`src/rtl/rocket_launch_if.sv`:
```
// Bundle between the player-input side and the rocket launch controller.
// The master drives fire/player/feedback inputs; the slave returns the launch values and status.
interface rocket_launch_if;
    logic               startOfFrame;
    logic               fireButton;
    logic signed [10:0] playerX;
    logic signed [10:0] playerY;
    logic               reachedBorder;
    logic               rocketHit;
    logic               rocketActive;
    logic signed [10:0] initialX;
    logic signed [10:0] initialY;
    logic signed [10:0] initialSpeed;
    logic               readyToFire;
    logic [7:0]         shotCount;

    modport master (
        output startOfFrame, fireButton, playerX, playerY, reachedBorder, rocketHit,
        input  rocketActive, initialX, initialY, initialSpeed, readyToFire, shotCount
    );

    modport slave (
        input  startOfFrame, fireButton, playerX, playerY, reachedBorder, rocketHit,
        output rocketActive, initialX, initialY, initialSpeed, readyToFire, shotCount
    );
endinterface

```
`src/rtl/rocket_launch_controller.sv`:
```
// Turns the fire button into a single player-rocket launch, retires it on border/hit, then waits a
// frame-counted cooldown. Define AUTOFIRE_EN to let a held button launch again once cooldown ends.
module rocket_launch_controller #(
    parameter int X_OFFSET        = 16,
    parameter int ROCKET_HEIGHT   = 32,
    parameter int ROCKET_SPEED    = 256,
    parameter int COOLDOWN_FRAMES = 8,
    parameter int GUARD_CYCLES    = 2
) (
    input  logic            clk,
    input  logic            reset,
    rocket_launch_if.slave  bus
);

    typedef enum logic [1:0] {
        IDLE     = 2'd0,
        ARM      = 2'd1,
        FLIGHT   = 2'd2,
        COOLDOWN = 2'd3
    } state_e;

    localparam logic signed [10:0] X_OFF_C        = 11'(X_OFFSET);
    localparam logic signed [10:0] Y_OFF_C        = 11'(ROCKET_HEIGHT);
    localparam logic signed [10:0] LAUNCH_SPEED_C = 11'(-ROCKET_SPEED);
    localparam logic [7:0]         CD_LAST_C      = 8'(COOLDOWN_FRAMES - 1);
    localparam logic [7:0]         GUARD_LIM_C    = 8'(GUARD_CYCLES);

    state_e             state_q, state_d;
    logic               fire_prev_q, fire_prev_d;
    logic               rocket_active_q, rocket_active_d;
    logic               ready_q, ready_d;
    logic signed [10:0] init_x_q, init_x_d;
    logic signed [10:0] init_y_q, init_y_d;
    logic signed [10:0] init_speed_q, init_speed_d;
    logic [7:0]         shot_cnt_q, shot_cnt_d;
    logic [7:0]         guard_cnt_q, guard_cnt_d;
    logic [7:0]         cd_cnt_q, cd_cnt_d;

    logic fire_rise_s;
    logic launch_s;
    logic retire_s;

    // Next-state, launch latching, guard and cooldown counting.
    always_comb begin
        state_d         = state_q;
        fire_prev_d     = bus.fireButton;
        rocket_active_d = 1'b0;
        init_x_d        = init_x_q;
        init_y_d        = init_y_q;
        init_speed_d    = init_speed_q;
        shot_cnt_d      = shot_cnt_q;
        guard_cnt_d     = guard_cnt_q;
        cd_cnt_d        = cd_cnt_q;

        fire_rise_s = bus.fireButton & ~fire_prev_q;
`ifdef AUTOFIRE_EN
        launch_s    = bus.fireButton;
`else
        launch_s    = fire_rise_s;
`endif
        // Guard is counted from the visible rocketActive rise: downstream Y is stale just after it.
        retire_s = rocket_active_q && (guard_cnt_q == GUARD_LIM_C)
                   && (bus.reachedBorder || bus.rocketHit);

        case (state_q)
            IDLE: begin
                if (launch_s) begin
                    state_d      = ARM;
                    init_x_d     = bus.playerX + X_OFF_C;
                    init_y_d     = bus.playerY - Y_OFF_C;
                    init_speed_d = LAUNCH_SPEED_C;
                    shot_cnt_d   = shot_cnt_q + 8'd1;
                end else begin
                    state_d      = IDLE;
                end
            end
            ARM: begin
                state_d     = FLIGHT;
                guard_cnt_d = 8'd0;
            end
            FLIGHT: begin
                if (retire_s) begin
                    state_d         = COOLDOWN;
                    cd_cnt_d        = 8'd0;
                    rocket_active_d = 1'b0;
                end else begin
                    rocket_active_d = 1'b1;
                    if (rocket_active_q && (guard_cnt_q < GUARD_LIM_C)) begin
                        guard_cnt_d = guard_cnt_q + 8'd1;
                    end else begin
                        guard_cnt_d = guard_cnt_q;
                    end
                end
            end
            COOLDOWN: begin
                if (bus.startOfFrame) begin
                    if (cd_cnt_q == CD_LAST_C) begin
                        state_d  = IDLE;
                        cd_cnt_d = 8'd0;
                    end else begin
                        cd_cnt_d = cd_cnt_q + 8'd1;
                    end
                end else begin
                    cd_cnt_d = cd_cnt_q;
                end
            end
            default: begin
                state_d = IDLE;
            end
        endcase

        ready_d = (state_d == IDLE);
    end

    // State and output registers with synchronous reset.
    always_ff @(posedge clk) begin
        if (reset) begin
            state_q         <= IDLE;
            fire_prev_q     <= 1'b0;
            rocket_active_q <= 1'b0;
            ready_q         <= 1'b1;
            init_x_q        <= 11'sd0;
            init_y_q        <= 11'sd0;
            init_speed_q    <= 11'sd0;
            shot_cnt_q      <= 8'd0;
            guard_cnt_q     <= 8'd0;
            cd_cnt_q        <= 8'd0;
        end else begin
            state_q         <= state_d;
            fire_prev_q     <= fire_prev_d;
            rocket_active_q <= rocket_active_d;
            ready_q         <= ready_d;
            init_x_q        <= init_x_d;
            init_y_q        <= init_y_d;
            init_speed_q    <= init_speed_d;
            shot_cnt_q      <= shot_cnt_d;
            guard_cnt_q     <= guard_cnt_d;
            cd_cnt_q        <= cd_cnt_d;
        end
    end

    assign bus.rocketActive = rocket_active_q;
    assign bus.readyToFire  = ready_q;
    assign bus.initialX     = init_x_q;
    assign bus.initialY     = init_y_q;
    assign bus.initialSpeed = init_speed_q;
    assign bus.shotCount    = shot_cnt_q;

endmodule

```
`src/flat_wrapper.sv`:
```
// flat-port wrapper written by rule: the top's interface ports become plain ports
module rocket_launch_controller_flat 
#(
    parameter int X_OFFSET        = 16,
    parameter int ROCKET_HEIGHT   = 32,
    parameter int ROCKET_SPEED    = 256,
    parameter int COOLDOWN_FRAMES = 8,
    parameter int GUARD_CYCLES    = 2
)
  (clk, reset, bus_startOfFrame, bus_fireButton, bus_playerX, bus_playerY, bus_reachedBorder, bus_rocketHit, bus_rocketActive, bus_initialX, bus_initialY, bus_initialSpeed, bus_readyToFire, bus_shotCount);
  rocket_launch_if bus_i ();
  input  logic clk;
  input  logic reset;
  input wire logic [$bits(bus_i.startOfFrame)-1:0] bus_startOfFrame;
  input wire logic [$bits(bus_i.fireButton)-1:0] bus_fireButton;
  input wire logic [$bits(bus_i.playerX)-1:0] bus_playerX;
  input wire logic [$bits(bus_i.playerY)-1:0] bus_playerY;
  input wire logic [$bits(bus_i.reachedBorder)-1:0] bus_reachedBorder;
  input wire logic [$bits(bus_i.rocketHit)-1:0] bus_rocketHit;
  output wire logic [$bits(bus_i.rocketActive)-1:0] bus_rocketActive;
  output wire logic [$bits(bus_i.initialX)-1:0] bus_initialX;
  output wire logic [$bits(bus_i.initialY)-1:0] bus_initialY;
  output wire logic [$bits(bus_i.initialSpeed)-1:0] bus_initialSpeed;
  output wire logic [$bits(bus_i.readyToFire)-1:0] bus_readyToFire;
  output wire logic [$bits(bus_i.shotCount)-1:0] bus_shotCount;
  assign bus_i.startOfFrame = bus_startOfFrame;
  assign bus_i.fireButton = bus_fireButton;
  assign bus_i.playerX = bus_playerX;
  assign bus_i.playerY = bus_playerY;
  assign bus_i.reachedBorder = bus_reachedBorder;
  assign bus_i.rocketHit = bus_rocketHit;
  assign bus_rocketActive = bus_i.rocketActive;
  assign bus_initialX = bus_i.initialX;
  assign bus_initialY = bus_i.initialY;
  assign bus_initialSpeed = bus_i.initialSpeed;
  assign bus_readyToFire = bus_i.readyToFire;
  assign bus_shotCount = bus_i.shotCount;
  rocket_launch_controller #(.X_OFFSET(X_OFFSET), .ROCKET_HEIGHT(ROCKET_HEIGHT), .ROCKET_SPEED(ROCKET_SPEED), .COOLDOWN_FRAMES(COOLDOWN_FRAMES), .GUARD_CYCLES(GUARD_CYCLES)) u_core (.clk(clk), .reset(reset), .bus(bus_i));
endmodule
```
`config.mk`:
```
export PLATFORM = sky130hd
export DESIGN_NAME = rocket_launch_controller_flat
export DESIGN_NICKNAME = d
export VERILOG_FILES = /design/src/rtl/rocket_launch_if.sv /design/src/rtl/rocket_launch_controller.sv /design/src/flat_wrapper.sv
export SDC_FILE = /design/constraint.sdc
export NUM_CORES = 1
export LEC_CHECK = 0
export ABC_AREA = 1
export CAP_MARGIN = 20
export CORE_ASPECT_RATIO = 1.4
export CORE_UTILIZATION = 45
export DETAILED_ROUTE_END_ITERATION = 16
export PLACE_DENSITY = 0.79
export REMOVE_ABC_BUFFERS = 1
export SYNTH_ARGS = -nofsm -noshare
export SYNTH_HDL_FRONTEND = slang
export SYNTH_SLANG_ARGS = --single-unit
```
`constraint.sdc`:
```
create_clock -name clk -period 2.25 [get_ports clk]
set_input_delay 0.675 -clock clk [delete_from_list [all_inputs] [get_ports clk]]
set_output_delay 0.675 -clock clk [all_outputs]
set_load 0.03 [all_outputs]
```
# After elaboration in Yosys (flattened, before gate mapping)
# Cells that the tools add are included.
[totals]
register_bits = 52
latchBits = 0
ram_bits = 0
rom_bits = 0
inputBits = 28
output_inout_bits = 43
word_cells = 53
mem_count = 0
[classes]
add_sub_neg = 5
n_mul = 0
div = 0
magnitude_cmp = 1
n_eq_ne = 9
n_shift = 0
mux = 13
bitwise_logic = 3
n_reduce_logical = 12
[op_table]
columns = ["operator", "count"]
rows = [
  ["two-way mux 8 bit", 5],
  ["one-hot mux 8 bit (2 select lines)", 2],
  ["adder 8 x 1 -> 8 bit (second input constant)", 3],
  ["adder 11 x 6 -> 11 bit (second input constant)", 1],
  ["subtractor 11 x 7 -> 11 bit (second input constant)", 1],
  ["== test 8 x 2 -> 1 bit (second input constant)", 1],
  ["== test 8 x 3 -> 1 bit (second input constant)", 1],
  ["less-than comparator 8 x 2 -> 1 bit (second input constant)", 1],
  ["one-hot mux 2 bit (4 select lines)", 1],
  ["two-way mux 2 bit", 3],
  ["AND reduction 3 bit", 2],
  ["== test 2 bit (second input constant)", 2],
  ["zero test 2 bit", 2],
  ["!= test 2 x 1 -> 1 bit (second input constant)", 2],
  ["!= test 2 bit (second input constant)", 2],
  ["nonzero test 2 bit", 2],
  ["logical AND 1 bit", 3],
  ["== test 2 x 1 -> 1 bit (second input constant)", 1],
  ["two-way mux 1 bit", 2],
  ["inverter 1 bit", 2],
  ["AND reduction 2 bit", 1],
  ["OR reduction 2 bit", 1],
  ["AND 1 bit", 1],
  ["logical OR 1 bit", 1],
]

# Logic depth before layout (Yosys ltp)
# Gate-level depths: netlist of the first run.
[depth]
ltp_word = 6
ltp_mapped = 12
mapped_depth_nobuf = 12

# Worst setup path after synthesis of the first run
# No wires, ideal clock.
[synth_path]
path_kind = "input -> register"
from = "input bus_rocketHit"
to = "register u_core.cd_cnt_q[1]"
setup_time_ns = 0.116
arrival_time_ns = 1.421
required_time_ns = 2.134
slack_ns = 0.713
stages = 7
path_buffers = 0
path_cell_list = "nor2_1 > nor2_1 > nand2_1 > nand2_1 > nand2_4 > o21ai_0 > nor2_1"
[synth_between]
elab_chain_len = 4
[synth_rtl]
columns = ["item", "line", "text"]
rows = [
  ["start, declared", "flat_wrapper.sv:19", "input wire logic [$bits(bus_i.rocketHit)-1:0] bus_rocketHit;"],
  ["logical OR 1 bit", "rocket_launch_controller.sv:63", "&& (bus.reachedBorder || bus.rocketHit);"],
  ["logical AND 1 bit", "rocket_launch_controller.sv:63", ""],
  ["!= test 2 x 1 -> 1 bit (no source line)", "-", ""],
  ["AND reduction 3 bit (no source line)", "-", ""],
  ["end signal, assigned", "rocket_launch_controller.sv:138", "cd_cnt_q <= cd_cnt_d;"],
  ["end, declared", "rocket_launch_controller.sv:37", "logic [7:0] cd_cnt_q, cd_cnt_d;"],
]
# No other way between the ends.
# A chain may end at the register's enable or synchronous reset.

# Final worst setup path of the first run
[layout_path]
from = "register u_core.shot_cnt_q[0], in the netlist u_core.bus.shotCount[0]"
to = "output bus_shotCount[0]"
[layout_lines]
columns = ["item", "line", "text"]
rows = [
  ["start, declared", "rocket_launch_controller.sv:35", "logic [7:0] shot_cnt_q, shot_cnt_d;"],
  ["start signal, assigned", "rocket_launch_controller.sv:136", "shot_cnt_q <= shot_cnt_d;"],
  ["end, declared", "flat_wrapper.sv:25", "output wire logic [$bits(bus_i.shotCount)-1:0] bus_shotCount;"],
]
# No word-level cell between the ends.

==> results of run 1 <==
-- routing by layer --
layer  global-route usage (%)  wire, µm
met5                        0         0
met4                     7.07        48
met1                     20.8      2070
met3                     6.69       412
met2                     33.9      2710
-- through the flow --
| step | power (mW) | hold slack [ps] | std cells | worst slack (ps) | utilization (%) |
|---|---|---|---|---|---|
| final | 2.25 | 445 | 482 | 150 | 62.1 |
| after global routing | 2.39 | 470 | 482 | 98.0 | 62.1 |
| after CTS | 2.27 | 450 | 482 | 139 | 62.1 |
| after detailed placement | 1.73 | 438 | 474 | 93.1 | 60.4 |
| after global placement | 1.72 | 431 | 474 | 142 | 60.4 |
| after floorplan | 1.45 | 421 | 339 | 181 | - |
-- cells in the mapped netlist --
master     n  area share (%)
xor2_1     7             2.4
nand2_1   84              13
o21bai_1   2            0.60
a21oi_1   32             6.4
buf_2      1            0.20
nor3_1    10             2.0
nor2_1    32             4.8
inv_1     46             6.9
ha_1      10             5.0
a31oi_1    1            0.25
o21ai_0   18             3.6
clkbuf_1   6            0.90
nor3b_1    2            0.60
a21boi_4   1            0.75
dfxtp_1   52              41
inv_2      1            0.15
a21boi_0   1            0.30
nand2_4    1            0.45
buf_4     10             3.0
o21a_1     3            0.90
or2_2      1            0.25
a21oi_4    1            0.65
nand3_1   21             4.2
conb_1     1            0.15
buf_1      3            0.45
xnor2_1    1            0.35
nand4_1    3            0.75
nand3b_1   1            0.30
-- power breakdown --
| part | leakage, nW | internal, mW | switching (mW) | total (mW) |
|---|---|---|---|---|
| logic | 0.910 | 0.270 | 0.400 | 0.670 |
| clock network | 0.0455 | 0.251 | 0.286 | 0.537 |
| registers | 0.424 | 0.996 | 0.0462 | 1.04 |
| total | 1.38 | 1.52 | 0.732 | 2.25 |
-- sequential cells by signal, indices dropped and copies added, names as in the netlist, 2 cells and up --
name                  cells
u_core.bus.initialY      11
u_core.bus.shotCount      8
u_core.guard_cnt_q        8
u_core.bus.initialX      11
u_core.state_q            2
u_core.cd_cnt_q           8
-- worst paths after layout --
path,to,slack (ps),startpoint,cells after the start
setup reg to reg,u_core.cd_cnt_q[5],580,u_core.state_q[0],7
setup / recovery,bus_shotCount[0],150,u_core.bus.shotCount[0],1
hold reg to reg,u_core.guard_cnt_q[7],450,u_core.guard_cnt_q[7],2
hold / removal,u_core.guard_cnt_q[7],450,u_core.guard_cnt_q[7],2
-- cell families after synthesis --
family                     share of synthesized area [%]
DFF                                                 41.4
adders and majority gates                           4.97
AOI/OAI and AO/OA                                   13.4
buffers and inverters                               11.5
xor gates and xnor gates                            2.78
other                                              0.149
and+or+nand+nor                                     25.8
-- cell type report --
cell class	count	area, µm²
clock buffer	8	90.1
fill	477	2000
inverter	47	176
multi-input combinational	240	1210
sequential	52	1040
tap	66	82.6
timing repair buffer	69	673
==> results.txt, run 1 <==
status = complete, no violations
Max stage delay on crit path = 720 ps
Hold Path Class = register to register
total grt overflow = 0
hold buffers post-CTS = 0
most frequent cells in the layout = nand2_1, clkdlybuf4s50_1, dfxtp_1
Final Cycle Share = 93.3%
yosys warns = 0
#FFs+latches synth = 52
final wirelength = 5.25 mm
# diodes = 0
vias in the first global route = 2,172
commonest non-fill, non-tap cell in the layout = nand2_1
Cell Area, Placed = 0.00318 mm²
worst-path cell chain = clkdlybuf4s50_1
hpwl dp = 4.00 mm
standard-cell row count = 31
clock root buffer = clkbuf_8
fmax = 0.476 GHz
worst vdd ir = 0.478 mV
core area = 0.00528 mm²
Syn Inst Count = 352
post-CTS sizing = 0
Ports = 71
Pwr Density = 687 mW/mm²
crit path time final = 2100 ps
Setup TNS Final = 0 ps
Vias/cell = 4.76
clk sink count = 52
Crit. End Element = output port
Clock Path Buffers = 2
GRT Total Usage = 19.3%
Clock Latency Late Sink = 300 ps
die area = 0.00590 mm²
LEAKAGE = 1.38 nW
Required @ worst endpoint = 1570 ps
Crit path buffers/inverters = 1
CTS tree = built
Die X = 65.2 µm
# nets final = 453
First-pass DRT Iterations = 4
Die Height = 90.5 µm
DRC Markers = 0
Clk pin slew, worst setup/hold paths = 90 ps
Finished Cell Area = 0.00327 mm²
initial antenna violation count = 0
htree depth = 2
Worst EP arrival = 1420 ps
Crit path max-delay family = buffers and inverters
via count = 2,296
Avg Synthesized Cell Area = 7.15 µm²
drt initial violations = 100
synth unique cells = 28
critical path class = register to output port
setup violators final = 0
Num CTS Buffers = 5
register area share after synthesis = 41.4%
Port Buffer Count = 62
worst clock skew = 6.75 ps
layout cells sized above 1 = 4.33%
Mapped Area = 0.00252 mm²
Slew Limit Fails = 0
pin count of the biggest net entering global routing = 31
slowest CP cell = clkdlybuf4s50_1
gp weighted congestion = 0.849
Area Growth Syn to Fin = 30.1%
Final Hold Vio Count = 0
RSZ-0062 raised after global routing = no
Critical Path Source Type = register
max_cap viols = 0
Routed Antenna Nets = 0
Routed WL per cell = 10.9 µm
first-pass GRT wire length = 9.15 mm
Initial Util = 47.7%
Setup Fix Bufs, Post-CTS = 0
CP max FO = 4
Power figures use the tool's default switching activity.
==> run 2, diff against run 1 <==
--- a/config.mk
+++ b/config.mk
@@ -9,6 +9,7 @@
 export CAP_MARGIN = 20
 export CORE_ASPECT_RATIO = 1.4
 export CORE_UTILIZATION = 45
+export CTS_CLUSTER_SIZE = 28
 export DETAILED_ROUTE_END_ITERATION = 16
 export PLACE_DENSITY = 0.79
 export REMOVE_ABC_BUFFERS = 1
==> results of run 2 <==
Same layout as run 1: the final DEF is identical, and so are final timing and power.
==> run 3, diff against run 2 <==
--- a/config.mk
+++ b/config.mk
@@ -8,9 +8,10 @@
 export ABC_AREA = 1
 export CAP_MARGIN = 20
 export CORE_ASPECT_RATIO = 1.4
-export CORE_UTILIZATION = 45
+export CORE_UTILIZATION = 43
 export CTS_CLUSTER_SIZE = 28
 export DETAILED_ROUTE_END_ITERATION = 16
+export GPL_ROUTABILITY_DRIVEN = 0
 export PLACE_DENSITY = 0.79
 export REMOVE_ABC_BUFFERS = 1
 export SYNTH_ARGS = -nofsm -noshare
==> constraint.sdc (replaced) <==
create_clock -name clk -period 1.8 [get_ports clk]
set_input_delay 0.54 -clock clk [delete_from_list [all_inputs] [get_ports clk]]
set_output_delay 0.54 -clock clk [all_outputs]
set_load 0.03 [all_outputs]
==> run 3 against run 2 <==
Sequential cell count did not move; sequential power rose by 25%; largest cell class unchanged; first-iteration DRC count rose by 27%; highest routed layer unchanged; clock-buffer cell count fell by 2; sequential share of layout area fell by 1.2 points; global-route usage rose by 0.56 points; cell area rose by 4.1%; register-to-register slack got worse by 380 ps; combinational power rose by 25%; clock skew barely moved.
==> results.txt, run 3 (same netlist as run 1, synthesis figures left out) <==
status = complete, no violations
First-pass DRT Iterations = 4
Setup Fix Bufs, Post-CTS = 0
drt initial violations = 127
GRT Total Usage = 19.9%
initial antenna violation count = 0
Crit. End Element = output port
Die Height = 92.5 µm
Routed WL per cell = 11.3 µm
Area Growth Syn to Fin = 35.4%
Clock Path Buffers = 2
Crit path max-delay family = flip-flops
Clock Latency Late Sink = 310 ps
worst clock skew = 6.38 ps
Num CTS Buffers = 5
# diodes = 0
layout cells sized above 1 = 9.03%
setup violators final = 0
first-pass GRT wire length = 9.67 mm
die area = 0.00617 mm²
Final Hold Vio Count = 0
max_cap viols = 0
final hold slack = 448 ps
Worst EP arrival = 1150 ps
slowest CP cell = dfxtp_1
Ports = 71
critical path class = register to output port
via count = 2,400
most frequent cells in the layout = nand2_1, dfxtp_1, inv_1
fmax = 0.592 GHz
DRC Markers = 0
Vias/cell = 4.80
worst vdd ir = 0.664 mV
final wirelength = 5.67 mm
Routed Antenna Nets = 0
CTS tree = built
Slew Limit Fails = 0
worst hold path startpoint = u_core.guard_cnt_q[2]
worst-path cell chain = dlygate4sd2_1
post-route insts no fill = 500
total grt overflow = 0
Hold Path Class = register to register
hold buffers post-CTS = 0
setup ws final = 111 ps
vias in the first global route = 2,394
Setup TNS Final = 0 ps
dpl ws = -214 ps
Port Buffer Count = 62
Crit path buffers/inverters = 1
CP max FO = 5
htree depth = 2
Max stage delay on crit path = 430 ps
Pwr Density = 873 mW/mm²
clock root buffer = clkbuf_8
Critical path origin = u_core.bus.shotCount[3]
core area = 0.00557 mm²
Critical Path Source Type = register
LEAKAGE = 1.62 nW
Final Cycle Share = 93.8%
Required @ worst endpoint = 1260 ps
RSZ-0062 raised after global routing = no
hpwl dp = 4.35 mm
pin count of the biggest net entering global routing = 25
Reg2Reg Launch Point = u_core.state_q[1]
Initial Util = 45.2%
# nets final = 469
Clk pin slew, worst setup/hold paths = 100 ps
Post-Place Cells = 492
total power = 2.98 mW
standard-cell row count = 32
Die X = 66.7 µm
clk sink count = 52
commonest non-fill, non-tap cell in the layout = nand2_1
crit path time final = 1690 ps
==> run 3: changes by cell type in the layout (fill, tap and decap cells not counted) <==
cell	previous run	this run
buf_12	0	1
buf_4	7	22
bufinv_16	0	1
clkbuf_1	2	0
clkdlybuf4s50_1	62	27
clkinv_4	0	1
dlygate4sd2_1	0	35
nand2_1	84	83
nand2_2	0	1
nor2_1	32	31
nor2_2	0	1
nor3_1	10	9
nor3_2	0	1
==> run 3: where the power goes <==
part | switching (mW) | internal (mW) | total (mW)
Sequential | 0.0513 | 1.25 | 1.30
Combinational | 0.519 | 0.318 | 0.837
Clock | 0.387 | 0.455 | 0.842
==> run 3: repair_timing <==
| item | in CTS | in global routing |
|---|---|---|
| gates resized for setup | 35 | 3 |
| setup endpoints to repair | 35 | 2 |
| cloned | 0 | 0 |
==> run 3: layer usage <==
metal,share of wire (%),GRT usage (%),routed length [µm],vias up
met4,1.7,5.85,95,0
met2,51,37.7,2910,65
met1,40,19.8,2270,1075
met3,6.8,6.40,387,9
li1,-,-,-,1251
met5,0,0,0,-
==> run 3: path summary, 6_finish.rpt <==
path,endpoint,slack (ps),depth (start not counted)
worst max-delay path,bus_shotCount[3],110,1
worst min-delay path,u_core.guard_cnt_q[2],450,2
worst max register to register,u_core.guard_cnt_q[1],200,8
worst min register to register,u_core.guard_cnt_q[2],450,2
==> run 3: cell type report <==
cell class	instances	area, µm²
inverters	47	176
fillers	503	2160
clock buffers	6	82.6
well taps	68	85.1
repair buffers	85	762
multi-input cells	240	1220
clock inverters	2	38.8
flip-flops and latches	52	1040
==> run 3: worst reg2reg max path, cell delays in order, from the launching register on <==
cell and delay [ps]:
dfxtp_1 390, inv_1 90, ha_1 310, nand3_1 80
nor2_1 130, nand3_1 120, nand2_1 220, nand2_1 90
a21oi_1 130
==> run 3: through the flow <==
| step | util [%] | instance area [µm²] |
|---|---|---|
| after floorplan | - | 2430 |
| after global placement | 59.6 | 3320 |
| after detailed placement | 59.6 | 3320 |
| after CTS | 61.0 | 3400 |
| after global routing | 61.2 | 3410 |
| final | 61.2 | 3410 |
